## config.mk

```make
export PLATFORM = sky130hd
export DESIGN_NAME = i2s_receiver_flat
export DESIGN_NICKNAME = d
export VERILOG_FILES = /design/src/rtl/i2s_receiver_if.sv /design/src/rtl/i2s_receiver.sv /design/src/flat_wrapper.sv
export SDC_FILE = /design/constraint.sdc
export NUM_CORES = 1
export LEC_CHECK = 0
export BUFFER_PORTS_ARGS = -buffer_cell sky130_fd_sc_hd__buf_2
export CAP_MARGIN = 20
export CORE_ASPECT_RATIO = 1.1
export CORE_MARGIN = 2
export CORE_UTILIZATION = 45
export CTS_BUF_LIST = sky130_fd_sc_hd__clkbuf_16
export DETAILED_ROUTE_END_ITERATION = 10
export GPL_TIMING_DRIVEN = 1
export PLACE_DENSITY_LB_ADDON = 0.1
export SYNTH_ARGS = -nofsm -noshare
export SYNTH_HDL_FRONTEND = slang
export SYNTH_SLANG_ARGS = --single-unit
```

## constraint.sdc

```tcl
create_clock -name clock_16_934_400 -period 11 [get_ports clock_16_934_400]
set_clock_uncertainty 0.2 [all_clocks]
set_input_delay 1.65 -clock clock_16_934_400 [delete_from_list [all_inputs] [get_ports clock_16_934_400]]
set_output_delay 1.65 -clock clock_16_934_400 [all_outputs]
set_load 0.01 [all_outputs]
```

## src/rtl/i2s_receiver_if.sv

```systemverilog
// I2S receiver port bundle: ADC pins plus the captured-sample outputs.
// The audio_mono member exists only when I2S_RX_MONO_EN is defined.
interface i2s_receiver_if #(
    parameter int AUDIO_BIT_WIDTH = 24
);
    logic                       i2s_bit_clock;
    logic                       i2s_left_right_clock;
    logic                       i2s_data;
    logic [AUDIO_BIT_WIDTH-1:0] audio_left;
    logic [AUDIO_BIT_WIDTH-1:0] audio_right;
    logic                       audio_valid;
    logic                       frame_error;
`ifdef I2S_RX_MONO_EN
    logic [AUDIO_BIT_WIDTH-1:0] audio_mono;
`endif

`ifdef I2S_RX_MONO_EN
    modport master (
        output i2s_bit_clock, i2s_left_right_clock, i2s_data,
        input  audio_left, audio_right, audio_valid, frame_error, audio_mono
    );
    modport slave (
        input  i2s_bit_clock, i2s_left_right_clock, i2s_data,
        output audio_left, audio_right, audio_valid, frame_error, audio_mono
    );
`else
    modport master (
        output i2s_bit_clock, i2s_left_right_clock, i2s_data,
        input  audio_left, audio_right, audio_valid, frame_error
    );
    modport slave (
        input  i2s_bit_clock, i2s_left_right_clock, i2s_data,
        output audio_left, audio_right, audio_valid, frame_error
    );
`endif
endinterface

```

## src/rtl/i2s_receiver.sv

```systemverilog
// I2S slave receiver: oversamples the ADC bit clock, word clock and data and
// deserialises standard I2S frames into signed left/right pairs. Optional mono mix: I2S_RX_MONO_EN.
module i2s_receiver #(
    parameter int AUDIO_BIT_WIDTH = 24
) (
    input  logic          clock_16_934_400,
    input  logic          reset,
    i2s_receiver_if.slave i2s
);
    localparam int COUNT_WIDTH = $clog2(AUDIO_BIT_WIDTH);

    typedef enum logic [1:0] {SYNC, SKIP, SHIFT, WAIT} state_t;

    state_t                     state;
    state_t                     state_next;
    logic [1:0]                 bit_clock_sync;
    logic [1:0]                 left_right_sync;
    logic [1:0]                 data_sync;
    logic                       bit_clock_prev;
    logic                       left_right_prev;
    logic                       sample_strobe;
    logic                       left_right_now;
    logic                       data_now;
    logic                       word_edge;
    logic [COUNT_WIDTH-1:0]     bit_count;
    logic [AUDIO_BIT_WIDTH-2:0] shift_reg;
    logic [AUDIO_BIT_WIDTH-1:0] captured_word;
    logic [AUDIO_BIT_WIDTH-1:0] left_hold;
    logic [AUDIO_BIT_WIDTH-1:0] audio_left_reg;
    logic [AUDIO_BIT_WIDTH-1:0] audio_right_reg;
    logic                       audio_valid_reg;
    logic                       frame_error_reg;
    logic                       channel;
    logic                       left_captured;
    logic                       shift_first;
    logic                       shift_next;
    logic                       word_done;
    logic                       word_abort;
    logic                       pair_ready;

    // Word clock is only compared at bit-clock rising edges, so its previous value lives here too
    always_ff @(posedge clock_16_934_400 or posedge reset) begin
        if (reset) begin
            bit_clock_sync  <= '0;
            left_right_sync <= '0;
            data_sync       <= '0;
            bit_clock_prev  <= 1'b0;
            left_right_prev <= 1'b0;
        end else begin
            bit_clock_sync  <= {bit_clock_sync[0], i2s.i2s_bit_clock};
            left_right_sync <= {left_right_sync[0], i2s.i2s_left_right_clock};
            data_sync       <= {data_sync[0], i2s.i2s_data};
            bit_clock_prev  <= bit_clock_sync[1];
            if (sample_strobe) begin
                left_right_prev <= left_right_sync[1];
            end
        end
    end

    assign sample_strobe  = bit_clock_sync[1] & ~bit_clock_prev;
    assign left_right_now = left_right_sync[1];
    assign data_now       = data_sync[1];
    assign word_edge      = left_right_now != left_right_prev;
    assign captured_word  = {shift_reg, data_now};
    assign pair_ready     = word_done & channel & left_captured;

    always_ff @(posedge clock_16_934_400 or posedge reset) begin
        if (reset) begin
            state <= SYNC;
        end else begin
            state <= state_next;
        end
    end

    // The strobe leaving SKIP already carries the MSB; a slot exactly one word wide
    // delivers its LSB together with the next word-clock edge, which is not an error.
    always_comb begin
        state_next  = state;
        shift_first = 1'b0;
        shift_next  = 1'b0;
        word_done   = 1'b0;
        word_abort  = 1'b0;
        if (sample_strobe) begin
            unique case (state)
                SYNC: begin
                    if (word_edge && !left_right_now) begin
                        state_next = SKIP;
                    end
                end
                SKIP: begin
                    if (word_edge) begin
                        word_abort = 1'b1;
                        state_next = SYNC;
                    end else begin
                        shift_first = 1'b1;
                        state_next  = SHIFT;
                    end
                end
                SHIFT: begin
                    if (bit_count == '0) begin
                        word_done  = 1'b1;
                        state_next = word_edge ? SKIP : WAIT;
                    end else if (word_edge) begin
                        word_abort = 1'b1;
                        state_next = SYNC;
                    end else begin
                        shift_next = 1'b1;
                    end
                end
                WAIT: begin
                    if (word_edge) begin
                        state_next = SKIP;
                    end
                end
                default: state_next = SYNC;
            endcase
        end
    end

    // A left word only pairs with the right word that follows it in the same frame
    always_ff @(posedge clock_16_934_400 or posedge reset) begin
        if (reset) begin
            bit_count       <= '0;
            shift_reg       <= '0;
            channel         <= 1'b0;
            left_hold       <= '0;
            left_captured   <= 1'b0;
            audio_left_reg  <= '0;
            audio_right_reg <= '0;
            audio_valid_reg <= 1'b0;
            frame_error_reg <= 1'b0;
        end else begin
            audio_valid_reg <= 1'b0;
            frame_error_reg <= 1'b0;
            if (shift_first) begin
                shift_reg <= {shift_reg[AUDIO_BIT_WIDTH-3:0], data_now};
                bit_count <= COUNT_WIDTH'(AUDIO_BIT_WIDTH - 2);
                channel   <= left_right_now;
            end else if (shift_next) begin
                shift_reg <= {shift_reg[AUDIO_BIT_WIDTH-3:0], data_now};
                bit_count <= bit_count - COUNT_WIDTH'(1);
            end
            if (word_done && !channel) begin
                left_hold     <= captured_word;
                left_captured <= 1'b1;
            end
            if (pair_ready) begin
                audio_left_reg  <= left_hold;
                audio_right_reg <= captured_word;
                audio_valid_reg <= 1'b1;
                left_captured   <= 1'b0;
            end
            if (word_abort) begin
                frame_error_reg <= 1'b1;
                left_captured   <= 1'b0;
            end
        end
    end

`ifdef I2S_RX_MONO_EN
    logic [AUDIO_BIT_WIDTH:0]   mono_sum;
    logic [AUDIO_BIT_WIDTH-1:0] audio_mono_reg;

    // One extra sum bit keeps the sign, so halving can never overflow
    assign mono_sum = {left_hold[AUDIO_BIT_WIDTH-1], left_hold}
                    + {captured_word[AUDIO_BIT_WIDTH-1], captured_word};

    always_ff @(posedge clock_16_934_400 or posedge reset) begin
        if (reset) begin
            audio_mono_reg <= '0;
        end else if (pair_ready) begin
            audio_mono_reg <= AUDIO_BIT_WIDTH'(mono_sum >> 1);
        end
    end

    assign i2s.audio_mono = audio_mono_reg;
`endif

    assign i2s.audio_left  = audio_left_reg;
    assign i2s.audio_right = audio_right_reg;
    assign i2s.audio_valid = audio_valid_reg;
    assign i2s.frame_error = frame_error_reg;
endmodule

```

## src/flat_wrapper.sv

```systemverilog
// flat-port wrapper written by rule: the top's interface ports become plain ports
module i2s_receiver_flat 
#(
    parameter int AUDIO_BIT_WIDTH = 24
)
  (clock_16_934_400, reset, i2s_i2s_bit_clock, i2s_i2s_left_right_clock, i2s_i2s_data, i2s_audio_left, i2s_audio_right, i2s_audio_valid, i2s_frame_error);
  i2s_receiver_if #(.AUDIO_BIT_WIDTH(AUDIO_BIT_WIDTH)) i2s_i ();
  input  logic clock_16_934_400;
  input  logic reset;
  input wire logic [$bits(i2s_i.i2s_bit_clock)-1:0] i2s_i2s_bit_clock;
  input wire logic [$bits(i2s_i.i2s_left_right_clock)-1:0] i2s_i2s_left_right_clock;
  input wire logic [$bits(i2s_i.i2s_data)-1:0] i2s_i2s_data;
  output wire logic [$bits(i2s_i.audio_left)-1:0] i2s_audio_left;
  output wire logic [$bits(i2s_i.audio_right)-1:0] i2s_audio_right;
  output wire logic [$bits(i2s_i.audio_valid)-1:0] i2s_audio_valid;
  output wire logic [$bits(i2s_i.frame_error)-1:0] i2s_frame_error;
  assign i2s_i.i2s_bit_clock = i2s_i2s_bit_clock;
  assign i2s_i.i2s_left_right_clock = i2s_i2s_left_right_clock;
  assign i2s_i.i2s_data = i2s_i2s_data;
  assign i2s_audio_left = i2s_i.audio_left;
  assign i2s_audio_right = i2s_i.audio_right;
  assign i2s_audio_valid = i2s_i.audio_valid;
  assign i2s_frame_error = i2s_i.frame_error;
  i2s_receiver #(.AUDIO_BIT_WIDTH(AUDIO_BIT_WIDTH)) u_core (.clock_16_934_400(clock_16_934_400), .reset(reset), .i2s(i2s_i));
endmodule
```

Word-level counts from Yosys, hierarchy flattened. Index checks and enable logic that the tools add are counted.

Register bits: 114. ROM bits: 0. Output and inout bits: 50. Logic and storage cells: 65. Memories: 0. Latch bits: 0. Memory bits (writable): 0. Input port bits: 5.

Multipliers: 0. Eq/ne operators: 7. Add/subtract/negate cells: 1. Reduce and logical (&&, ||, !) cells: 9. Shift-type cells: 0. Muxes and demuxes: 29. Bitwise logic cells: 4. Divide/modulo/power cells: 0. Order comparisons: 0.

Operator list (count): $mux W23 (2); $mux W1 (17); $mux W2 (6); $mux W5 (2); $pmux W2 S4 (1); $logic_not A5 Y1 (1); $sub A5 B1 Y5 const B (1); $eq A2 B2 Y1 const B (2); $ne A2 B1 Y1 const B (2); $reduce_and A4 Y1 (1); $and A1 B1 Y1 (3); $ne A3 B1 Y1 const B (1); $reduce_bool A3 Y1 (1); $eq A2 B1 Y1 const B (1); $logic_and A1 B1 Y1 (2); $logic_not A1 Y1 (2); $logic_not A2 Y1 (1); $pmux W1 S2 (1); $reduce_bool A2 Y1 (1); $ne A1 B1 Y1 (1); $not A1 Y1 (1).

Logic depth before layout (Yosys ltp).
Depth after elaboration: 8. Mapped depth: 9. Depth with buffers taken out: 6.

Least setup slack after synthesis. Ideal clock, no wire load.

Kind: register to register. Start: register u_core.state[0]. End: register u_core.audio_left_reg[0] (netlist: u_core.i2s.audio_left[0]). Data required time: 10.675 ns. Path buffers: 3. Clock period less this slack: 2.274 ns. Stages on the path, launching flop included: 10. Data arrival time: 1.949 ns. Slack: 8.726 ns. Setup time: 0.125 ns. Path through: dfrtp_1 inv_1 ha_1 nand4bb_2 nor2_2 and4_1 buf_4 buf_12 buf_12 mux2_4.

Longest elaborated chain between the ends: 5.

RTL lines: from (decl) (line i2s_receiver.sv:14) `state_t state;`; from (signal assigned) (line i2s_receiver.sv:71) `state <= state_next;`; $eq A2 B2 Y1 (line i2s_receiver.sv:84) `unique case (state)`; $mux W1 (line i2s_receiver.sv:84); $mux W1 (line i2s_receiver.sv:83) `if (sample_strobe) begin`; $and A1 B1 Y1 (2 in a row) (line i2s_receiver.sv:65) `assign pair_ready = word_done & channel & left_captured;`; named net u_core.pair_ready (line i2s_receiver.sv:39) `logic pair_ready;`; to (signal assigned) (line i2s_receiver.sv:148) `audio_left_reg <= left_hold;`; to (decl) (line i2s_receiver.sv:29) `logic [AUDIO_BIT_WIDTH-1:0] audio_left_reg;`.

The timed path passes the listed nets, and every way through them passes these cells. A chain may end at the register's enable or synchronous reset.

Worst setup path in the final report.
Start: register u_core.state[0]. End: register u_core.audio_right_reg[1] (netlist: u_core.i2s.audio_right[1]).

Longest elaborated chain between the ends: 5.

RTL lines: $eq A2 B2 Y1 (line i2s_receiver.sv:84); $mux W1 (line i2s_receiver.sv:84); $mux W1 (line i2s_receiver.sv:83); $and A1 B1 Y1 (2 in a row) (line i2s_receiver.sv:65); to (signal assigned) (line i2s_receiver.sv:149) `audio_right_reg <= captured_word;`; to (decl) (line i2s_receiver.sv:30) `logic [AUDIO_BIT_WIDTH-1:0] audio_right_reg;`.

No other way between the ends.

==> metrics <==
drt first pass iters=4; Layout fillers=817; clk sink count=114; actual slew at the worst max-slew pin=978 ps; # Max-Cap Violations=0; initial antenna violation count=0; PostCTS Resize Cnt=0; largest net degree at the start of global routing=78; CP Class=flop to flop; Netlist Area Pre-Place=0.00456 mm²; die area=0.0109 mm²; Chip Height=110 µm; peak supply drop=0.000111 V; first-pass GRT wire length=13.0 mm; Worst-Skew Late Latency=390 ps; Critical Path RT=11070 ps; WL final=7.59 mm; RSZ-0062 raised after global routing=no; num rows=38; final setup vio count=0; clk root buf=clkbuf_16; Pwr Total=1.13 mW; GR Overflow Total=0; synth warn=0; most frequent cell after synthesis=dfrtp_1; worst slew margin relative to its limit=0.346; Max clock buf depth=2; core area=0.00984 mm²; area leader, netlist=dfrtp_1; fin worst setup slack=7930 ps; Synth top cells by count=dfrtp_1 (114), mux2_2 (68), mux2_4 (28); total negative slack=0 ps; TritonCTS Buffers=17; sequential-to-total area share from yosys stat=0.626; total track usage=0.156; RePlAce Congestion=0.736; FMAX=0.326 GHz; crit-path max FO=29; average size of a mapped cell=16.5 µm²; Post-CTS Setup Repair Bufs=0; fin. max-slew vios=0; ANT cells=0; Util after Layout=0.560; WP data arrival=3140 ps; number of global-route vias before repair=2512; syn_nets=288; dominant cells by area after synthesis=dfrtp_1 (63%), mux2_2 (17%), mux2_4 (9.2%); Initial Util=0.463; Vias/cell=5.04; EDFF count, synth=0; P per Cell Area=205 mW/mm²; H-tree depth=4; Final Hold Slack=144 ps; DRT iter0 DRCs=47; dpl hpwl=4.68 mm; Synth top area share=0.626; CP endpoint kind=flop; #FFs+latches synth=114; clk slew on worst S/H paths=50 ps; leakage=2.87 nW; Synth cell types=33; vias=2400; Die X=99.9 µm; DR WL/cell=15.9 µm; type of the worst min-delay path=flop to flop; Hold Buf Count CTS=0; fin nets=354; Startpoint Class=flop; I/O pin count=55; ys async rst share=1.00; period utilisation layout=0.279; Buffers on Ports=54; Main synth FF type=dfrtp_1; status=completed; Tmin final=3070 ps; CTS tree=yes; share of cells above drive strength 1=0.539; DRC Markers=0; Gate Count Post-Synth=277; Syn-to-layout area delta=21.0%; Place WS=7690 ps; Final ANT Viol Nets=0; Final Hold Fails=0
-- cell usage in the layout, fill, tap and decap left out, drive strengths merged, types with 3 or more instances in the layout --
cell type	count
o21ai	6
clkinvlp	3
clkinv	5
ha	6
dfrtp	114
clkbuf	17
nor3	3
mux2	96
buf	57
inv	11
nor2	4
nand2	7
bufinv	4
-- layer usage --
metal  wire (µm)  share of wire  vias up  GRT usage
met4          69         0.0091        0     0.0558
met5           0              0        -          0
met3         228          0.030        5     0.0572
li1            -              -     1122          -
met1        3720           0.49     1237      0.205
met2        3580           0.47       36      0.238
-- kinds of logic (layout without fill, tap and decap cells) --
family                   Yosys count  after routing  share of synthesized area
flip-flops                       114            114                      0.626
multiplexers                      96             96                      0.260
AND/OR/NAND/NOR                   26             26                     0.0387
buffers and inverters             18             97                     0.0302
AO/OA/AOI/OAI                     17             17                     0.0283
adder cells (fa/ha/maj)            6              6                     0.0165
-- final timing paths --
path                                          start                        end  slack, ps  cells after the start
setup / recovery                    u_core.state[0]  u_core.i2s.audio_right[1]       7930                      7
max in group asynchronous                     reset        u_core.bit_count[1]       8210                      3
hold / removal             u_core.bit_clock_sync[0]   u_core.bit_clock_sync[1]        140                      0
hold reg to reg            u_core.bit_clock_sync[0]   u_core.bit_clock_sync[1]        140                      0
setup reg to reg                    u_core.state[0]  u_core.i2s.audio_right[1]       7930                      7
min in group asynchronous                     reset  u_core.i2s.audio_left[16]       1080                      2
-- report_power, final --
| group | total (mW) | switching (mW) | internal [mW] |
|---|---|---|---|
| clock | 0.563 | 0.186 | 0.377 |
| combinational | 0.101 | 0.0547 | 0.0461 |
| sequential | 0.467 | 0.0241 | 0.443 |
| total | 1.13 | 0.265 | 0.866 |
-- worst max-delay path, cell delays in order (launching register included) --
cell and delay (ps):
dfrtp_1 410, inv_1 90, ha_1 350, nand4bb_2 210, nor2_2 150, and4_2 610, buf_4 490, mux2_2 400
-- cell type report --
| class | instances | area [µm²] | share of cell area |
|---|---|---|---|
| Sequential cell | 114 | 2850 | 0.517 |
| Multi-Input combinational cell | 145 | 1570 | 0.284 |
| Clock buffer | 17 | 425 | 0.0772 |
| Timing Repair Buffer | 57 | 293 | 0.0531 |
| Clock inverter | 15 | 191 | 0.0347 |
| Tap cell | 120 | 150 | 0.0272 |
| Inverter | 8 | 32.5 | 0.00590 |
-- metrics by stage --
stage | instance area (µm²) | instances
after detailed placement | 4900 | 444
after global placement | 4900 | 444
after global routing | 5510 | 476
after CTS | 5510 | 476
after floorplan | 4560 | 277
final | 5510 | 476
(Power assumes the default switching activity.)
